**config.mk**
```make
export PLATFORM = sky130hd
export DESIGN_NAME = keycode_event_gen_flat
export DESIGN_NICKNAME = d
export VERILOG_FILES = /design/src/rtl/game_pkg.sv /design/src/rtl/keycode_event_gen_if.sv /design/src/rtl/sync_2ff.sv /design/src/rtl/keycode_event_gen.sv /design/src/flat_wrapper.sv
export SDC_FILE = /design/constraint.sdc
export NUM_CORES = 1
export LEC_CHECK = 0
export ABC_AREA = 1
export CELL_PAD_IN_SITES_DETAIL_PLACEMENT = 0
export CELL_PAD_IN_SITES_GLOBAL_PLACEMENT = 1
export CORE_MARGIN = 4
export CORE_UTILIZATION = 46
export DETAILED_ROUTE_END_ITERATION = 16
export GPL_TIMING_DRIVEN = 0
export PLACE_DENSITY_LB_ADDON = 0.1
export SYNTH_ARGS = -nofsm -noshare
export SYNTH_HDL_FRONTEND = slang
export SYNTH_HIERARCHICAL = 1
export SYNTH_SLANG_ARGS = --single-unit
```
**constraint.sdc**
```tcl
create_clock -name Clk -period 2.7 [get_ports Clk]
set_clock_uncertainty 0.1 [all_clocks]
set_input_delay 0.405 -clock Clk [delete_from_list [all_inputs] [get_ports Clk]]
set_output_delay 0.405 -clock Clk [all_outputs]
set_load 0.02 [all_outputs]
```
**src/rtl/game_pkg.sv**
```systemverilog
// ---------------------------------------------------------------------------
// game_pkg
// Key constants and state type shared by the keycode front end and the
// game-control FSM. Also holds the saturating counter helper used by the
// debounce and repeat counters.
// Ports: none (package).
// ---------------------------------------------------------------------------
package game_pkg;

  // USB HID usage codes for the keys the game reacts to
  localparam logic [7:0] KEY_NONE  = 8'h00;
  localparam logic [7:0] KEY_SPACE = 8'h2C;
  localparam logic [7:0] KEY_P     = 8'h13;
  localparam logic [7:0] KEY_M     = 8'h10;
  localparam logic [7:0] KEY_W     = 8'h1A;

  localparam int CNT_W = 16;

  typedef enum logic [2:0] {
    IDLE,
    DEBOUNCE,
    PRESSED,
    HELD,
    RELEASE
  } kev_state_t;

  // Counters stop at all-ones instead of wrapping, so a very long hold can
  // never alias back onto a terminal count.
  function automatic logic [CNT_W-1:0] sat_inc(input logic [CNT_W-1:0] v);
    return (v == {CNT_W{1'b1}}) ? v : v + 1'b1;
  endfunction

endpackage

```
**src/rtl/keycode_event_gen_if.sv**
```systemverilog
// ---------------------------------------------------------------------------
// keycode_event_gen_if
// Groups the raw keycode input with the event/level outputs of the keycode
// front end.
//   keycode       : raw PIO keycode, 8'h00 = no key
//   key_evt       : accepted keycode for one cycle per press/repeat
//   key_evt_valid : qualifies key_evt
//   key_held      : currently accepted held key
//   *_pulse       : decoded single-cycle action requests
//   jump_held     : level, W is the accepted held key
// Modports: master = keycode source / event consumer, slave = front end.
// ---------------------------------------------------------------------------
interface keycode_event_gen_if;

  logic [7:0] keycode;
  logic [7:0] key_evt;
  logic       key_evt_valid;
  logic [7:0] key_held;
  logic       start_pulse;
  logic       pause_pulse;
  logic       menu_pulse;
  logic       jump_pulse;
  logic       jump_held;

  modport master (
    output keycode,
    input  key_evt, key_evt_valid, key_held,
    input  start_pulse, pause_pulse, menu_pulse, jump_pulse, jump_held
  );

  modport slave (
    input  keycode,
    output key_evt, key_evt_valid, key_held,
    output start_pulse, pause_pulse, menu_pulse, jump_pulse, jump_held
  );

endinterface

```
**src/rtl/sync_2ff.sv**
```systemverilog
// ---------------------------------------------------------------------------
// sync_2ff
// Two-flop synchronizer for a bus of slowly changing PIO bits. Individual
// bits may land a cycle apart; the downstream debounce absorbs that skew.
//   clk : destination clock
//   rst : asynchronous active-high reset, clears both stages
//   d   : asynchronous input
//   q   : second-stage (synchronized) value
// ---------------------------------------------------------------------------
module sync_2ff #(
  parameter int WIDTH = 8
) (
  input  logic             clk,
  input  logic             rst,
  input  logic [WIDTH-1:0] d,
  output logic [WIDTH-1:0] q
);

  logic [WIDTH-1:0] meta_q, meta_d;
  logic [WIDTH-1:0] sync_q, sync_d;

  always_comb begin
    meta_d = d;
    sync_d = meta_q;
  end

  always_ff @(posedge clk or posedge rst) begin
    if (rst) begin
      meta_q <= '0;
      sync_q <= '0;
    end else begin
      meta_q <= meta_d;
      sync_q <= sync_d;
    end
  end

  assign q = sync_q;

endmodule

```
**src/rtl/keycode_event_gen.sv**
```systemverilog
// ---------------------------------------------------------------------------
// keycode_event_gen
// Turns the raw, asynchronous USB keycode into debounced single-cycle key
// events, optional auto-repeat events, decoded action pulses and a held-key
// level for the game-control logic.
//   Clk   : system clock
//   Reset : asynchronous active-high reset
//   kev   : keycode in, key_evt/key_evt_valid/key_held/action pulses/
//           jump_held out (all outputs registered)
// Parameters:
//   STABLE_CYCLES : cycles a keycode (or release) must be stable, 2..65535
//   REPEAT_CYCLES : cycles between repeat events while held, 0 = no repeat
// ---------------------------------------------------------------------------
module keycode_event_gen
  import game_pkg::*;
#(
  parameter int STABLE_CYCLES = 16,
  parameter int REPEAT_CYCLES = 0
) (
  input  logic                Clk,
  input  logic                Reset,
  keycode_event_gen_if.slave  kev
);

  localparam logic [CNT_W-1:0] STABLE_LAST = CNT_W'(STABLE_CYCLES - 1);
  localparam logic [CNT_W-1:0] REPEAT_LAST =
    CNT_W'((REPEAT_CYCLES == 0) ? 0 : REPEAT_CYCLES - 1);
  localparam bit               REPEAT_EN   = (REPEAT_CYCLES != 0);

  logic [7:0] sync;

  kev_state_t       state_q, state_d;
  logic [7:0]       cand_q, cand_d;
  logic [CNT_W-1:0] cnt_q, cnt_d;
  logic [CNT_W-1:0] rpt_q, rpt_d;

  logic [7:0] key_evt_q, key_evt_d;
  logic       key_evt_valid_q, key_evt_valid_d;
  logic [7:0] key_held_q, key_held_d;
  logic       start_pulse_q, start_pulse_d;
  logic       pause_pulse_q, pause_pulse_d;
  logic       menu_pulse_q, menu_pulse_d;
  logic       jump_pulse_q, jump_pulse_d;
  logic       jump_held_q, jump_held_d;

  sync_2ff #(
    .WIDTH (8)
  ) u_sync (
    .clk (Clk),
    .rst (Reset),
    .d   (kev.keycode),
    .q   (sync)
  );

  // Next-state logic. cnt measures stability of cand (DEBOUNCE) or of the
  // released keyboard (RELEASE); rpt paces auto-repeat while HELD.
  always_comb begin
    state_d = state_q;
    cand_d  = cand_q;
    cnt_d   = cnt_q;
    rpt_d   = rpt_q;

    case (state_q)
      IDLE: begin
        if (sync != KEY_NONE) begin
          state_d = DEBOUNCE;
          cand_d  = sync;
          cnt_d   = '0;
        end
      end

      DEBOUNCE: begin
        if (sync == KEY_NONE) begin
          state_d = IDLE;
        end else if (sync == cand_q) begin
          cnt_d = sat_inc(cnt_q);
          if (cnt_q == STABLE_LAST) begin
            state_d = PRESSED;
          end
        end else begin
          cand_d = sync;
          cnt_d  = '0;
        end
      end

      PRESSED: begin
        state_d = HELD;
        rpt_d   = '0;
      end

      // Release and key change are checked before the repeat tick so a
      // repeat can never fire for a key that has already gone away.
      HELD: begin
        if (sync == KEY_NONE) begin
          state_d = RELEASE;
          cnt_d   = '0;
        end else if (sync != cand_q) begin
          state_d = DEBOUNCE;
          cand_d  = sync;
          cnt_d   = '0;
        end else if (REPEAT_EN && (rpt_q == REPEAT_LAST)) begin
          state_d = PRESSED;
        end else begin
          rpt_d = sat_inc(rpt_q);
        end
      end

      // A bounce back to the same key resumes holding without a new event.
      RELEASE: begin
        if (sync == KEY_NONE) begin
          cnt_d = sat_inc(cnt_q);
          if (cnt_q == STABLE_LAST) begin
            state_d = IDLE;
          end
        end else if (sync == cand_q) begin
          state_d = HELD;
          rpt_d   = '0;
        end else begin
          state_d = DEBOUNCE;
          cand_d  = sync;
          cnt_d   = '0;
        end
      end

      default: begin
        state_d = IDLE;
      end
    endcase
  end

  // Outputs are decoded from the next state so the registered outputs line
  // up with the state they describe instead of trailing it by a cycle.
  always_comb begin
    key_evt_d       = KEY_NONE;
    key_evt_valid_d = 1'b0;
    key_held_d      = KEY_NONE;

    if (state_d == PRESSED) begin
      key_evt_d       = cand_d;
      key_evt_valid_d = 1'b1;
    end

    if ((state_d == PRESSED) || (state_d == HELD) || (state_d == RELEASE)) begin
      key_held_d = cand_d;
    end

    start_pulse_d = key_evt_valid_d && (cand_d == KEY_SPACE);
    pause_pulse_d = key_evt_valid_d && (cand_d == KEY_P);
    menu_pulse_d  = key_evt_valid_d && (cand_d == KEY_M);
    jump_pulse_d  = key_evt_valid_d && (cand_d == KEY_W);
    jump_held_d   = (key_held_d == KEY_W);
  end

  always_ff @(posedge Clk or posedge Reset) begin
    if (Reset) begin
      state_q         <= IDLE;
      cand_q          <= KEY_NONE;
      cnt_q           <= '0;
      rpt_q           <= '0;
      key_evt_q       <= KEY_NONE;
      key_evt_valid_q <= 1'b0;
      key_held_q      <= KEY_NONE;
      start_pulse_q   <= 1'b0;
      pause_pulse_q   <= 1'b0;
      menu_pulse_q    <= 1'b0;
      jump_pulse_q    <= 1'b0;
      jump_held_q     <= 1'b0;
    end else begin
      state_q         <= state_d;
      cand_q          <= cand_d;
      cnt_q           <= cnt_d;
      rpt_q           <= rpt_d;
      key_evt_q       <= key_evt_d;
      key_evt_valid_q <= key_evt_valid_d;
      key_held_q      <= key_held_d;
      start_pulse_q   <= start_pulse_d;
      pause_pulse_q   <= pause_pulse_d;
      menu_pulse_q    <= menu_pulse_d;
      jump_pulse_q    <= jump_pulse_d;
      jump_held_q     <= jump_held_d;
    end
  end

  assign kev.key_evt       = key_evt_q;
  assign kev.key_evt_valid = key_evt_valid_q;
  assign kev.key_held      = key_held_q;
  assign kev.start_pulse   = start_pulse_q;
  assign kev.pause_pulse   = pause_pulse_q;
  assign kev.menu_pulse    = menu_pulse_q;
  assign kev.jump_pulse    = jump_pulse_q;
  assign kev.jump_held     = jump_held_q;

endmodule

```
**src/flat_wrapper.sv**
```systemverilog
// flat-port wrapper written by rule: the top's interface ports become plain ports
module keycode_event_gen_flat import game_pkg::*;
#(
  parameter int STABLE_CYCLES = 16,
  parameter int REPEAT_CYCLES = 0
)
  (Clk, Reset, kev_keycode, kev_key_evt, kev_key_evt_valid, kev_key_held, kev_start_pulse, kev_pause_pulse, kev_menu_pulse, kev_jump_pulse, kev_jump_held);
  keycode_event_gen_if kev_i ();
  input  logic Clk;
  input  logic Reset;
  input wire logic [$bits(kev_i.keycode)-1:0] kev_keycode;
  output wire logic [$bits(kev_i.key_evt)-1:0] kev_key_evt;
  output wire logic [$bits(kev_i.key_evt_valid)-1:0] kev_key_evt_valid;
  output wire logic [$bits(kev_i.key_held)-1:0] kev_key_held;
  output wire logic [$bits(kev_i.start_pulse)-1:0] kev_start_pulse;
  output wire logic [$bits(kev_i.pause_pulse)-1:0] kev_pause_pulse;
  output wire logic [$bits(kev_i.menu_pulse)-1:0] kev_menu_pulse;
  output wire logic [$bits(kev_i.jump_pulse)-1:0] kev_jump_pulse;
  output wire logic [$bits(kev_i.jump_held)-1:0] kev_jump_held;
  assign kev_i.keycode = kev_keycode;
  assign kev_key_evt = kev_i.key_evt;
  assign kev_key_evt_valid = kev_i.key_evt_valid;
  assign kev_key_held = kev_i.key_held;
  assign kev_start_pulse = kev_i.start_pulse;
  assign kev_pause_pulse = kev_i.pause_pulse;
  assign kev_menu_pulse = kev_i.menu_pulse;
  assign kev_jump_pulse = kev_i.jump_pulse;
  assign kev_jump_held = kev_i.jump_held;
  keycode_event_gen #(.STABLE_CYCLES(STABLE_CYCLES), .REPEAT_CYCLES(REPEAT_CYCLES)) u_core (.Clk(Clk), .Reset(Reset), .kev(kev_i));
endmodule
```
==> metrics.json <==
{
  "final_hpwl_from_detailed_placement_mm": 5.93,
  "synth.top_cells.by_area": "sky130_fd_sc_hd__dfrtp_1 48%, sky130_fd_sc_hd__nand2_1 14%, sky130_fd_sc_hd__inv_1 7.4%, sky130_fd_sc_hd__nor2_1 6.1%, sky130_fd_sc_hd__nand3_1 5.4%",
  "max_clock_freq_mhz": 449,
  "area_growth_syn_to_layout_pct": 18.7,
  "number_of_h_tree_levels": 3,
  "power.net_switching_mw": 0.672,
  "cts_tree": "built",
  "max-clock-path-buffers": 2,
  "cp_data_arrival_time_ns": 2.36,
  "grtUsageTotal_pct": 19.8,
  "holdCritPathClass": "reg -> reg",
  "p_seq_share_pct": 48.1,
  "drt-pass1-iter-count": 4,
  "setup_slack_after_layout_ns": 0.471,
  "async_flop_share_pct": 100,
  "drt.antenna.violating_nets": 0,
  "syn_avg_cell_area_sq_um": 7.67,
  "die_width_microns": 94.0,
  "p_sw_share_pct": 30.8,
  "drv_slew": 0,
  "number_of_synthesized_flops_with_an_enable_pin": 0,
  "gpl.final_weighted_congestion": 0.840,
  "finalSetupViolations": 0,
  "power_report.internal_total_mw": 1.51,
  "post-cts-setup-buffers": 0,
  "post_drt_via_cell_ratio": 4.93,
  "crit_path_end_kind": "register",
  "critical_path_class": "reg -> reg",
  "synthMostInstantiatedCell": "sky130_fd_sc_hd__nand2_1",
  "antenna_cells": 0,
  "num_rows": 31,
  "root_buffer": "sky130_fd_sc_hd__clkbuf_8",
  "number_of_warnings_issued_by_yosys": 6,
  "whs_ns": 0.249,
  "synth.cells.most_frequent": "129 x sky130_fd_sc_hd__nand2_1, 67 x sky130_fd_sc_hd__inv_1, 65 x sky130_fd_sc_hd__dfrtp_1, 55 x sky130_fd_sc_hd__nor2_1, 37 x sky130_fd_sc_hd__nand3_1",
  "synthDominantCellAreaShare_pct": 47.8,
  "p_clk_share_pct": 34.8,
  "synth_seq_cells": 65,
  "die_height_microns": 94.0,
  "cp-start-kind": "register",
  "dieArea_sq_mm": 0.00884,
  "drt_drc_violations_left": 0,
  "pre_cts_ws_ns": 0.481,
  "rsz0062_at_grt": "false",
  "total_count_of_hold_check_failures_in_the_final_report": 0,
  "postSynthNetCount": 455,
  "tritoncts.num_buffers": 9,
  "finalNetCount": 498,
  "relSlewSlack_pct": 64.0,
  "postCtsHoldBufs": 0,
  "worstPathRequired_ns": 2.83,
  "synth_top_area_cell": "sky130_fd_sc_hd__dfrtp_1",
  "num_io_pins": 32,
  "design.core.area_sq_mm": 0.00721,
  "post-place-cells": 575,
  "start_util_pct": 47.2,
  "clock_latency_ns": 0.34,
  "drt_wl_total_mm": 7.83,
  "max_cap_violations": 0,
  "placement.cell_area_sq_mm": 0.00386,
  "report.power.total_mw": 2.19,
  "average_wire_per_cell_in_the_routed_design_microns": 13.3,
  "post-route-cell-area_sq_mm": 0.00404,
  "number_of_buffer_cells_added_on_primary_ports": 31,
  "initial_antenna_violation_count": 0,
  "max_slew.worst_pin.slew_ns": 0.540,
  "power_density_mw_per_mm2": 541,
  "first_iter_violations": 171,
  "vdd_drop_max_uv": 500,
  "synthDistinctLibCells": 33,
  "post-route-period-util_pct": 82.5,
  "grt_start_max_net_pins": 27,
  "period_minus_slack_ns": 2.23,
  "cts_resized": 0,
  "timing.reg2reg.setup_slack_ns": 0.47,
  "clk_pin_slew_ns": 0.07,
  "share_of_layout_cells_above_drive_strength_1_pct": 11.2,
  "first_global_vias": 2728,
  "leak_pwr_nw": 2.05,
  "synth.yosys.seq_area_share_pct": 47.8,
  "syn-instance-count": 444,
  "vias_after_detailed_routing": 2911,
  "pwr-share-comb_pct": 17.1,
  "grt_overflow": 0,
  "worst-path-max-fanout": 10,
  "grt_pass1_wl_mm": 13.4,
  "yosys_most_used_dff": "sky130_fd_sc_hd__dfrtp_1",
  "synth_area_sq_mm": 0.00340,
  "run_status": "complete, no violations",
  "clkSinkCount": 65,
  "final-instance-count-excl-fill": 591
}
per-layer routing:
| layer | wire (microns) | track usage [%] | up-vias |
|---|---|---|---|
| met5 | 0 | 0 | - |
| met2 | 3590 | 30.3 | 68 |
| li1 | - | - | 1478 |
| met3 | 442 | 4.49 | 5 |
| met1 | 3750 | 27.9 | 1360 |
| met4 | 55 | 5.90 | 0 |
metrics by stage:
step	setup TNS, ns	util (%)
6_report	0	56.0
5_1_grt	0	56.0
3_5_place_dp	0	53.5
4_1_cts	0	56.0
3_3_place_gp	-2.47	53.2
2_1_floorplan	0	-
path summary, 6_finish.rpt:
path                                         startpoint  cells past startpoint                      end
worst max-delay path                  u_core/state_q[2]                     12     u_core/kev.jump_held
worst min-delay path            u_core/u_sync/meta_q[7]                      0       u_core/u_sync/q[7]
worst max register to register        u_core/state_q[2]                     12     u_core/kev.jump_held
worst min register to register  u_core/u_sync/meta_q[7]                      0       u_core/u_sync/q[7]
max in group asynchronous                         Reset                      3         u_core/cand_q[1]
min in group asynchronous                         Reset                      2  u_core/u_sync/meta_q[1]
kinds of logic after synthesis:
family,Yosys count,share of synthesized area [%]
and+or+nand+nor,258,34.1
buffers and inverters,78,9.15
DFF,65,47.8
AOI/OAI and AO/OA,38,7.53
xor gates and xnor gates,4,1.03
adders and majority gates,1,0.367
registers in the layout, indices dropped and copies added (netlist names):
name,flops
u_core/kev.menu_pulse,1
u_core/kev.start_pulse,1
u_core/kev.key_evt_valid,1
u_core/kev.pause_pulse,1
u_core/kev.jump_pulse,1
u_core/u_sync/meta_q,8
u_core/state_q,3
u_core/cand_q,8
u_core/u_sync/q,8
u_core/kev.jump_held,1
u_core/kev.key_held,8
u_core/cnt_q,16
u_core/kev.key_evt,8
critical path, stage by stage (launching register included):
cell and delay [ns]:
sky130_fd_sc_hd__dfrtp_1 0.43, sky130_fd_sc_hd__inv_2 0.09, sky130_fd_sc_hd__nand2_2 0.06, sky130_fd_sc_hd__nor2_2 0.42, sky130_fd_sc_hd__inv_1 0.12, sky130_fd_sc_hd__nor2_1 0.12, sky130_fd_sc_hd__nand3_1 0.09, sky130_fd_sc_hd__nand2_1 0.06
sky130_fd_sc_hd__inv_1 0.05, sky130_fd_sc_hd__nand4_1 0.31, sky130_fd_sc_hd__nand2_1 0.12, sky130_fd_sc_hd__nand3_1 0.11, sky130_fd_sc_hd__nor2_1 0.04
layout by cell type, fill, tap and decap left out, drive strengths merged, types with 4 or more instances in the layout:
cell           instances
inv                   75
o211ai                10
nand4                 10
buf                    4
nor2                  66
o21ai                 16
nand3                 38
clkbuf                12
a21oi                  9
nor3                   7
clkdlybuf4s50         31
nand2                134
dfrtp                 65
area by class of cell:
| cell class | instances | area [sq um] |
|---|---|---|
| fill | 715 | 3170 |
| sequential | 65 | 1630 |
| multi-input combinational | 301 | 1470 |
| timing repair buffer | 32 | 330 |
| inverter | 75 | 284 |
| clock buffer | 12 | 155 |
| tap | 99 | 124 |
| clock inverter | 4 | 27.5 |
| buffer | 3 | 27.5 |
power by group through the flow:
| stage | clock network [mW] | registers [mW] | logic, mW |
|---|---|---|---|
| 3_3_place_gp | 0 | 1.07 | 0.367 |
| 6_report | 0.760 | 1.05 | 0.374 |
| 5_1_grt | 0.828 | 1.06 | 0.430 |
| 2_1_floorplan | 0 | 1.06 | 0.282 |
| 4_1_cts | 0.783 | 1.05 | 0.377 |
| 3_5_place_dp | 0 | 1.07 | 0.376 |
(Power assumes the default switching activity.)
